File: src/rtl/tpu_pkg.sv
// rtl/tpu_pkg.sv - shared types and memory map for the 2x2 matrix unit sequencer
package tpu_pkg;

    typedef enum logic [1:0] {
        ST_LOAD    = 2'd0,
        ST_SETTLE  = 2'd1,
        ST_COMPUTE = 2'd2,
        ST_OUTPUT  = 2'd3
    } state_e;

    localparam int MEM_DEPTH   = 8;
    localparam int NUM_WEIGHTS = 4;
    localparam int NUM_RESULTS = 4;
    localparam int WEIGHT_BASE = 0;
    localparam int MAT_BASE    = 4;

    localparam int ADDR_W = $clog2(MEM_DEPTH);
    localparam int OUT_W  = $clog2(NUM_RESULTS);

    // Load starts at the first weight and ends on the last matrix entry (matrix is as large as the weight set).
    localparam logic [ADDR_W-1:0] LOAD_FIRST = ADDR_W'(WEIGHT_BASE);
    localparam logic [ADDR_W-1:0] LOAD_LAST  = ADDR_W'(MAT_BASE + NUM_WEIGHTS - 1);
    localparam logic [OUT_W-1:0]  OUT_LAST   = OUT_W'(NUM_RESULTS - 1);

    function automatic int phase_width(input int compute_cycles, input int settle_cycles);
        int longest;
        longest = (compute_cycles > settle_cycles) ? compute_cycles : settle_cycles;
        return $clog2(longest + 1);
    endfunction

endpackage

File: src/rtl/tpu_sequencer_if.sv
// rtl/tpu_sequencer_if.sv - host stream, memory write, array control and result signals of the sequencer
interface tpu_sequencer_if;
    import tpu_pkg::*;

    logic              in_valid;
    logic [7:0]        in_data;
    logic              in_ready;
    logic              wm_load_mat;
    logic [ADDR_W-1:0] addr;
    logic [7:0]        wm_data;
    logic              mmu_clear;
    logic              mmu_en;
    logic [OUT_W-1:0]  res_sel;
    logic [7:0]        res_data;
    logic              out_valid;
    logic [7:0]        out_data;
    logic              out_ready;
    logic              busy;
    logic              done;

    modport slave (
        input  in_valid, in_data, res_data, out_ready,
        output in_ready, wm_load_mat, addr, wm_data, mmu_clear, mmu_en,
               res_sel, out_valid, out_data, busy, done
    );

    modport master (
        output in_valid, in_data, res_data, out_ready,
        input  in_ready, wm_load_mat, addr, wm_data, mmu_clear, mmu_en,
               res_sel, out_valid, out_data, busy, done
    );

endinterface

File: src/rtl/tpu_sequencer.sv
// rtl/tpu_sequencer.sv - load 8 bytes, settle, run the array, stream 4 results back
module tpu_sequencer
    import tpu_pkg::*;
#(
    parameter int COMPUTE_CYCLES = 5,
    parameter int SETTLE_CYCLES  = 2
) (
    input logic            clk,
    input logic            rst,
    tpu_sequencer_if.slave bus
);

    localparam int PW = phase_width(COMPUTE_CYCLES, SETTLE_CYCLES);

    state_e            state_q, state_d;
    logic [ADDR_W-1:0] load_cnt_q, load_cnt_d;
    logic [OUT_W-1:0]  out_cnt_q, out_cnt_d;
    logic [PW-1:0]     phase_q, phase_d;
    logic              done_q, done_d;

    always_ff @(posedge clk or posedge rst) begin
        if (rst) begin
            state_q    <= ST_LOAD;
            load_cnt_q <= LOAD_FIRST;
            out_cnt_q  <= '0;
            phase_q    <= '0;
            done_q     <= 1'b0;
        end else begin
            state_q    <= state_d;
            load_cnt_q <= load_cnt_d;
            out_cnt_q  <= out_cnt_d;
            phase_q    <= phase_d;
            done_q     <= done_d;
        end
    end

    always_comb begin
        state_d         = state_q;
        load_cnt_d      = load_cnt_q;
        out_cnt_d       = out_cnt_q;
        phase_d         = phase_q;
        done_d          = 1'b0;
        bus.in_ready    = 1'b0;
        bus.wm_load_mat = 1'b0;
        bus.mmu_clear   = 1'b0;
        bus.mmu_en      = 1'b0;
        bus.out_valid   = 1'b0;

        case (state_q)
            ST_LOAD: begin
                bus.in_ready    = 1'b1;
                bus.wm_load_mat = bus.in_valid;
                if (bus.in_valid) begin
                    if (load_cnt_q == LOAD_LAST) begin
                        load_cnt_d = LOAD_FIRST;
                        phase_d    = '0;
                        state_d    = ST_SETTLE;
                    end else begin
                        load_cnt_d = load_cnt_q + 1'b1;
                    end
                end
            end
            ST_SETTLE: begin
                // Accumulators are cleared while memory output registers catch up with the last write.
                bus.mmu_clear = (phase_q == '0);
                if (phase_q == PW'(SETTLE_CYCLES - 1)) begin
                    phase_d = '0;
                    state_d = ST_COMPUTE;
                end else begin
                    phase_d = phase_q + 1'b1;
                end
            end
            ST_COMPUTE: begin
                bus.mmu_en = 1'b1;
                if (phase_q == PW'(COMPUTE_CYCLES - 1)) begin
                    phase_d   = '0;
                    out_cnt_d = '0;
                    state_d   = ST_OUTPUT;
                end else begin
                    phase_d = phase_q + 1'b1;
                end
            end
            ST_OUTPUT: begin
                bus.out_valid = 1'b1;
                if (bus.out_ready) begin
                    if (out_cnt_q == OUT_LAST) begin
                        out_cnt_d = '0;
                        done_d    = 1'b1;
                        state_d   = ST_LOAD;
                    end else begin
                        out_cnt_d = out_cnt_q + 1'b1;
                    end
                end
            end
            default: state_d = ST_LOAD;
        endcase
    end

    assign bus.addr     = load_cnt_q;
    assign bus.wm_data  = bus.in_data;
    assign bus.res_sel  = out_cnt_q;
    assign bus.out_data = bus.res_data;
    assign bus.busy     = (state_q != ST_LOAD);
    assign bus.done     = done_q;

endmodule

File: src/flat_wrapper.sv
// flat-port wrapper written by rule: the top's interface ports become plain ports
module tpu_sequencer_flat import tpu_pkg::*;
#(
    parameter int COMPUTE_CYCLES = 5,
    parameter int SETTLE_CYCLES  = 2
)
  (clk, rst, bus_in_valid, bus_in_data, bus_res_data, bus_out_ready, bus_in_ready, bus_wm_load_mat, bus_addr, bus_wm_data, bus_mmu_clear, bus_mmu_en, bus_res_sel, bus_out_valid, bus_out_data, bus_busy, bus_done);
  tpu_sequencer_if bus_i ();
  input logic clk;
  input logic rst;
  input wire logic [$bits(bus_i.in_valid)-1:0] bus_in_valid;
  input wire logic [$bits(bus_i.in_data)-1:0] bus_in_data;
  input wire logic [$bits(bus_i.res_data)-1:0] bus_res_data;
  input wire logic [$bits(bus_i.out_ready)-1:0] bus_out_ready;
  output wire logic [$bits(bus_i.in_ready)-1:0] bus_in_ready;
  output wire logic [$bits(bus_i.wm_load_mat)-1:0] bus_wm_load_mat;
  output wire logic [$bits(bus_i.addr)-1:0] bus_addr;
  output wire logic [$bits(bus_i.wm_data)-1:0] bus_wm_data;
  output wire logic [$bits(bus_i.mmu_clear)-1:0] bus_mmu_clear;
  output wire logic [$bits(bus_i.mmu_en)-1:0] bus_mmu_en;
  output wire logic [$bits(bus_i.res_sel)-1:0] bus_res_sel;
  output wire logic [$bits(bus_i.out_valid)-1:0] bus_out_valid;
  output wire logic [$bits(bus_i.out_data)-1:0] bus_out_data;
  output wire logic [$bits(bus_i.busy)-1:0] bus_busy;
  output wire logic [$bits(bus_i.done)-1:0] bus_done;
  assign bus_i.in_valid = bus_in_valid;
  assign bus_i.in_data = bus_in_data;
  assign bus_i.res_data = bus_res_data;
  assign bus_i.out_ready = bus_out_ready;
  assign bus_in_ready = bus_i.in_ready;
  assign bus_wm_load_mat = bus_i.wm_load_mat;
  assign bus_addr = bus_i.addr;
  assign bus_wm_data = bus_i.wm_data;
  assign bus_mmu_clear = bus_i.mmu_clear;
  assign bus_mmu_en = bus_i.mmu_en;
  assign bus_res_sel = bus_i.res_sel;
  assign bus_out_valid = bus_i.out_valid;
  assign bus_out_data = bus_i.out_data;
  assign bus_busy = bus_i.busy;
  assign bus_done = bus_i.done;
  tpu_sequencer #(.COMPUTE_CYCLES(COMPUTE_CYCLES), .SETTLE_CYCLES(SETTLE_CYCLES)) u_core (.clk(clk), .rst(rst), .bus(bus_i));
endmodule
File: config.mk
export PLATFORM = sky130hd
export DESIGN_NAME = tpu_sequencer_flat
export DESIGN_NICKNAME = d
export VERILOG_FILES = /design/src/rtl/tpu_pkg.sv /design/src/rtl/tpu_sequencer_if.sv /design/src/rtl/tpu_sequencer.sv /design/src/flat_wrapper.sv
export SDC_FILE = /design/constraint.sdc
export NUM_CORES = 1
export LEC_CHECK = 0
export CORE_UTILIZATION = 34
export CTS_BUF_LIST = sky130_fd_sc_hd__clkbuf_4 sky130_fd_sc_hd__clkbuf_8
export DETAILED_ROUTE_END_ITERATION = 12
export HOLD_SLACK_MARGIN = 0.15
export PLACE_DENSITY = 0.74
export RECOVER_POWER = 25
export SLEW_MARGIN = 10
export SYNTH_ARGS = -nofsm -noshare
export SYNTH_HDL_FRONTEND = slang
export SYNTH_SLANG_ARGS = --single-unit
File: constraint.sdc
create_clock -name clk -period 4.8 [get_ports clk]
set_clock_uncertainty 0.05 [all_clocks]
set_input_delay 1.44 -clock clk [delete_from_list [all_inputs] [get_ports clk]]
set_output_delay 1.44 -clock clk [all_outputs]
set_load 0.01 [all_outputs]
==> key figures <==
Outcome
  – Status: complete, no violations

Drt
  – WL final: 1.48 mm
  – Via count: 558
  – Remaining DRCs: 0
  – Remaining antenna violation count: 0
  – Vias per cell: 4.94
  – Initial DRC Count: 9
  – Routed length per instance: 13.1 um
  – DRT Pass-1 Iters: 4

Worst setup path
  – CP Data Arrival Time: 2.65 ns
  – CP Capture Type: output port
  – Setup slack, reg-to-reg: 2.97 ns
  – R2r worst-path depth: 5
  – FF-to-FF End: u_core.state_q[1]$_DFFE_PP0P_
  – Worst Path Max Fanout: 5
  – Reg2Reg Launch Point: u_core.state_q[0]$_DFFE_PP0P_
  – Crit path from: bus_in_valid
  – Critical Path Start Type: primary input
  – Critical Path Sink: bus_wm_load_mat
  – Crit Path Class: primary input to output port
  – Critical path data required time: 3.31 ns

Global route
  – Grt peak-use layer: met2
  – First-pass GRT wire length: 2.45 mm
  – Grt total ovfl: 0
  – Vias in the first global route: 547
  – Routing usage on met1: 0.158
  – Global routing usage on met2: 0.189
  – Overall routing resource usage: 0.132
  – Initial antenna violation count: 0
  – M3 GR Usage: 0.0268
  – Largest net degree at the start of global routing: 12

Floorplan
  – Die Area: 0.00260 sq mm
  – Die height: 51.0 um
  – Initial Utilization: 0.365
  – Die width: 51.0 um
  – Ports: 48
  – FP Rows: 17
  – Core area: 0.00223 sq mm

Placement
  – Placed cell areas: 881 sq um
  – Pre-CTS setup slack: 0.658 ns
  – Routability congestion estimate: 0.811
  – HPWL Detailed: 1.18 mm
  – Port buffer count: 15

CTS
  – CTS root buffer: clkbuf_4
  – CTS sink cnt: 11
  – CTS tree: yes
  – PostCTS Resize Cnt: 0
  – Clk_lat worst skew: 0.27 ns
  – Clk slew on worst S/H paths: 0.06 ns
  – CTS hold repair buffers: 0
  – Max Root-Sink Buffers: 2
  – Post-CTS Setup Bufs: 0
  – Num CTS Buffers: 3
  – H-Tree Depth: 1

Synthesis
  – Post-synth top cells: buf_4, ha_1, dfrtp_1, inv_1, nand2_1
  – Top post-synthesis cells by area: dfrtp_1, ha_1, buf_4, inv_1, mux2_2
  – Mapped cell area: 816 sq um
  – Syn avg cell area: 9.95 sq um
  – Yosys cell types: 26
  – Yosys warns: 0
  – Seq/Total Area, Yosys: 0.337
  – Dominant synthesized flop cell: dfrtp_1
  – Ys async rst share: 1.00
  – Top-area cell type share of the netlist area: 0.337
  – Post-synth top area cell: dfrtp_1
  – Count leader, synth: buf_4
  – Mapped Cells: 82
  – Post-synthesis register bit count: 11
  – EDFF count, synth: 0
  – Syn nets: 114

Timing
  – Max Slew Vio Count: 0
  – Rel. slew slack: 0.723
  – Min Hold Slack: 0.480 ns
  – Final setup TNS: 0 ns
  – Final setup viols: 0
  – RSZ-0062 raised after global routing: false
  – Final worst slack: 0.659 ns
  – Minimum clock period: 4.14 ns
  – Hold Vio Cnt, Final: 0
  – Fin crit share: 0.863
  – Fmax: 0.242 GHz
  – Slew @ Worst Pin: 0.410 ns

Pwr
  – Pwr dens: 646 mW/mm^2
  – Leakage power: 0.449 nW
  – VDD IR-drop max: 0.000320 V

Cells and area
  – Final instance area: 911 sq um
  – Fillers: 226
  – Area Growth Syn to Fin: 11.7%
  – Final nets: 118
  – Share of layout cells above drive strength 1: 0.0824
  – Antenna Cells: 0

Job
  – Max Cap Viol: 0

Hold path
  – Class of the worst hold path: flop to flop
[registers in the layout, summed over array words and instances, names as in the netlist]
| signal | cells |
|---|---|
| u_core.bus.addr | 3 |
| u_core.phase_q | 3 |
| u_core.bus.res_sel | 2 |
| u_core.state_q | 2 |
| u_core.bus.done | 1 |
[final cells by class]
| type | count | area [sq um] | share of cell area |
|---|---|---|---|
| Sequential cell | 11 | 275 | 0.302 |
| Tap cell | 28 | 35.0 | 0.0385 |
| Timing Repair Buffer | 15 | 150 | 0.165 |
| Clock buffer | 4 | 30.0 | 0.0330 |
| Multi-Input combinational cell | 45 | 383 | 0.420 |
| Inverter | 10 | 37.5 | 0.0412 |
[logic make-up (layout without fill, tap and decap cells)]
kind of cell               after synthesis  count (layout)  share of synthesized area
muxes                                    4               4                     0.0537
and+or+nand+nor                         17              17                      0.118
AOI/OAI and AO/OA                       12              12                      0.113
buffers and inverters                   26              29                      0.193
DFF                                     11              11                      0.337
adders and majority gates               12              12                      0.184
[power breakdown]
group | leakage [nW] | internal (W) | switching (W)
logic | 0.290 | 0.000178 | 0.000179
clock network | 0.0184 | 0.0000379 | 0.0000318
registers | 0.141 | 0.000128 | 0.0000338
[critical path, cell delays in order]
cell	delay [ns]
clkdlybuf4s50_1	0.48
nand2_1	0.12
inv_1	0.08
clkdlybuf4s50_1	0.53
[cell usage in the layout, fill, tap and decap left out, types with 2 or more instances in the layout]
cell             synthesis  final
dfrtp_1                 11     11
clkdlybuf4s50_1          0     13
clkbuf_4                 0      4
nand2_1                  4      4
a21o_1                   2      2
mux2_2                   2      2
inv_1                   10     10
o21ai_0                  2      2
a32o_1                   2      2
nor3_1                   2      2
a21oi_1                  2      2
dlygate4sd3_1            0      2
nor2_1                   3      3
ha_1                    12     12
[per-layer routing]
metal | wire length [um] | part of all wire
met4 | 87 | 0.059
met5 | 0 | 0
met1 | 628 | 0.42
met2 | 658 | 0.44
met3 | 111 | 0.075
[per-stage QoR]
stage          power [W]  utilization  cells
6_report        0.000589        0.408    113
5_1_grt         0.000642        0.408    113
4_1_cts         0.000595        0.408    113
3_5_place_dp    0.000522        0.394    109
3_3_place_gp    0.000504        0.394    109
2_1_floorplan   0.000394            -     82
[how the worst min path moves through the flow]
stage | slack, ns | from | endpoint | cells past startpoint
floorplan | 0.42 | u_core.phase_q[1]$_DFFE_PP0P_ | u_core.phase_q[1]$_DFFE_PP0P_ | 2
global placement | 0.44 | u_core.phase_q[1]$_DFFE_PP0P_ | u_core.phase_q[1]$_DFFE_PP0P_ | 2
detailed placement | 0.47 | u_core.phase_q[1]$_DFFE_PP0P_ | u_core.phase_q[1]$_DFFE_PP0P_ | 2
CTS | 0.49 | u_core.phase_q[1]$_DFFE_PP0P_ | u_core.phase_q[1]$_DFFE_PP0P_ | 2
global route | 0.52 | u_core.phase_q[1]$_DFFE_PP0P_ | u_core.phase_q[1]$_DFFE_PP0P_ | 2
finish | 0.48 | u_core.phase_q[1]$_DFFE_PP0P_ | u_core.phase_q[1]$_DFFE_PP0P_ | 2
No activity file was read; power rests on OpenSTA's default activity.
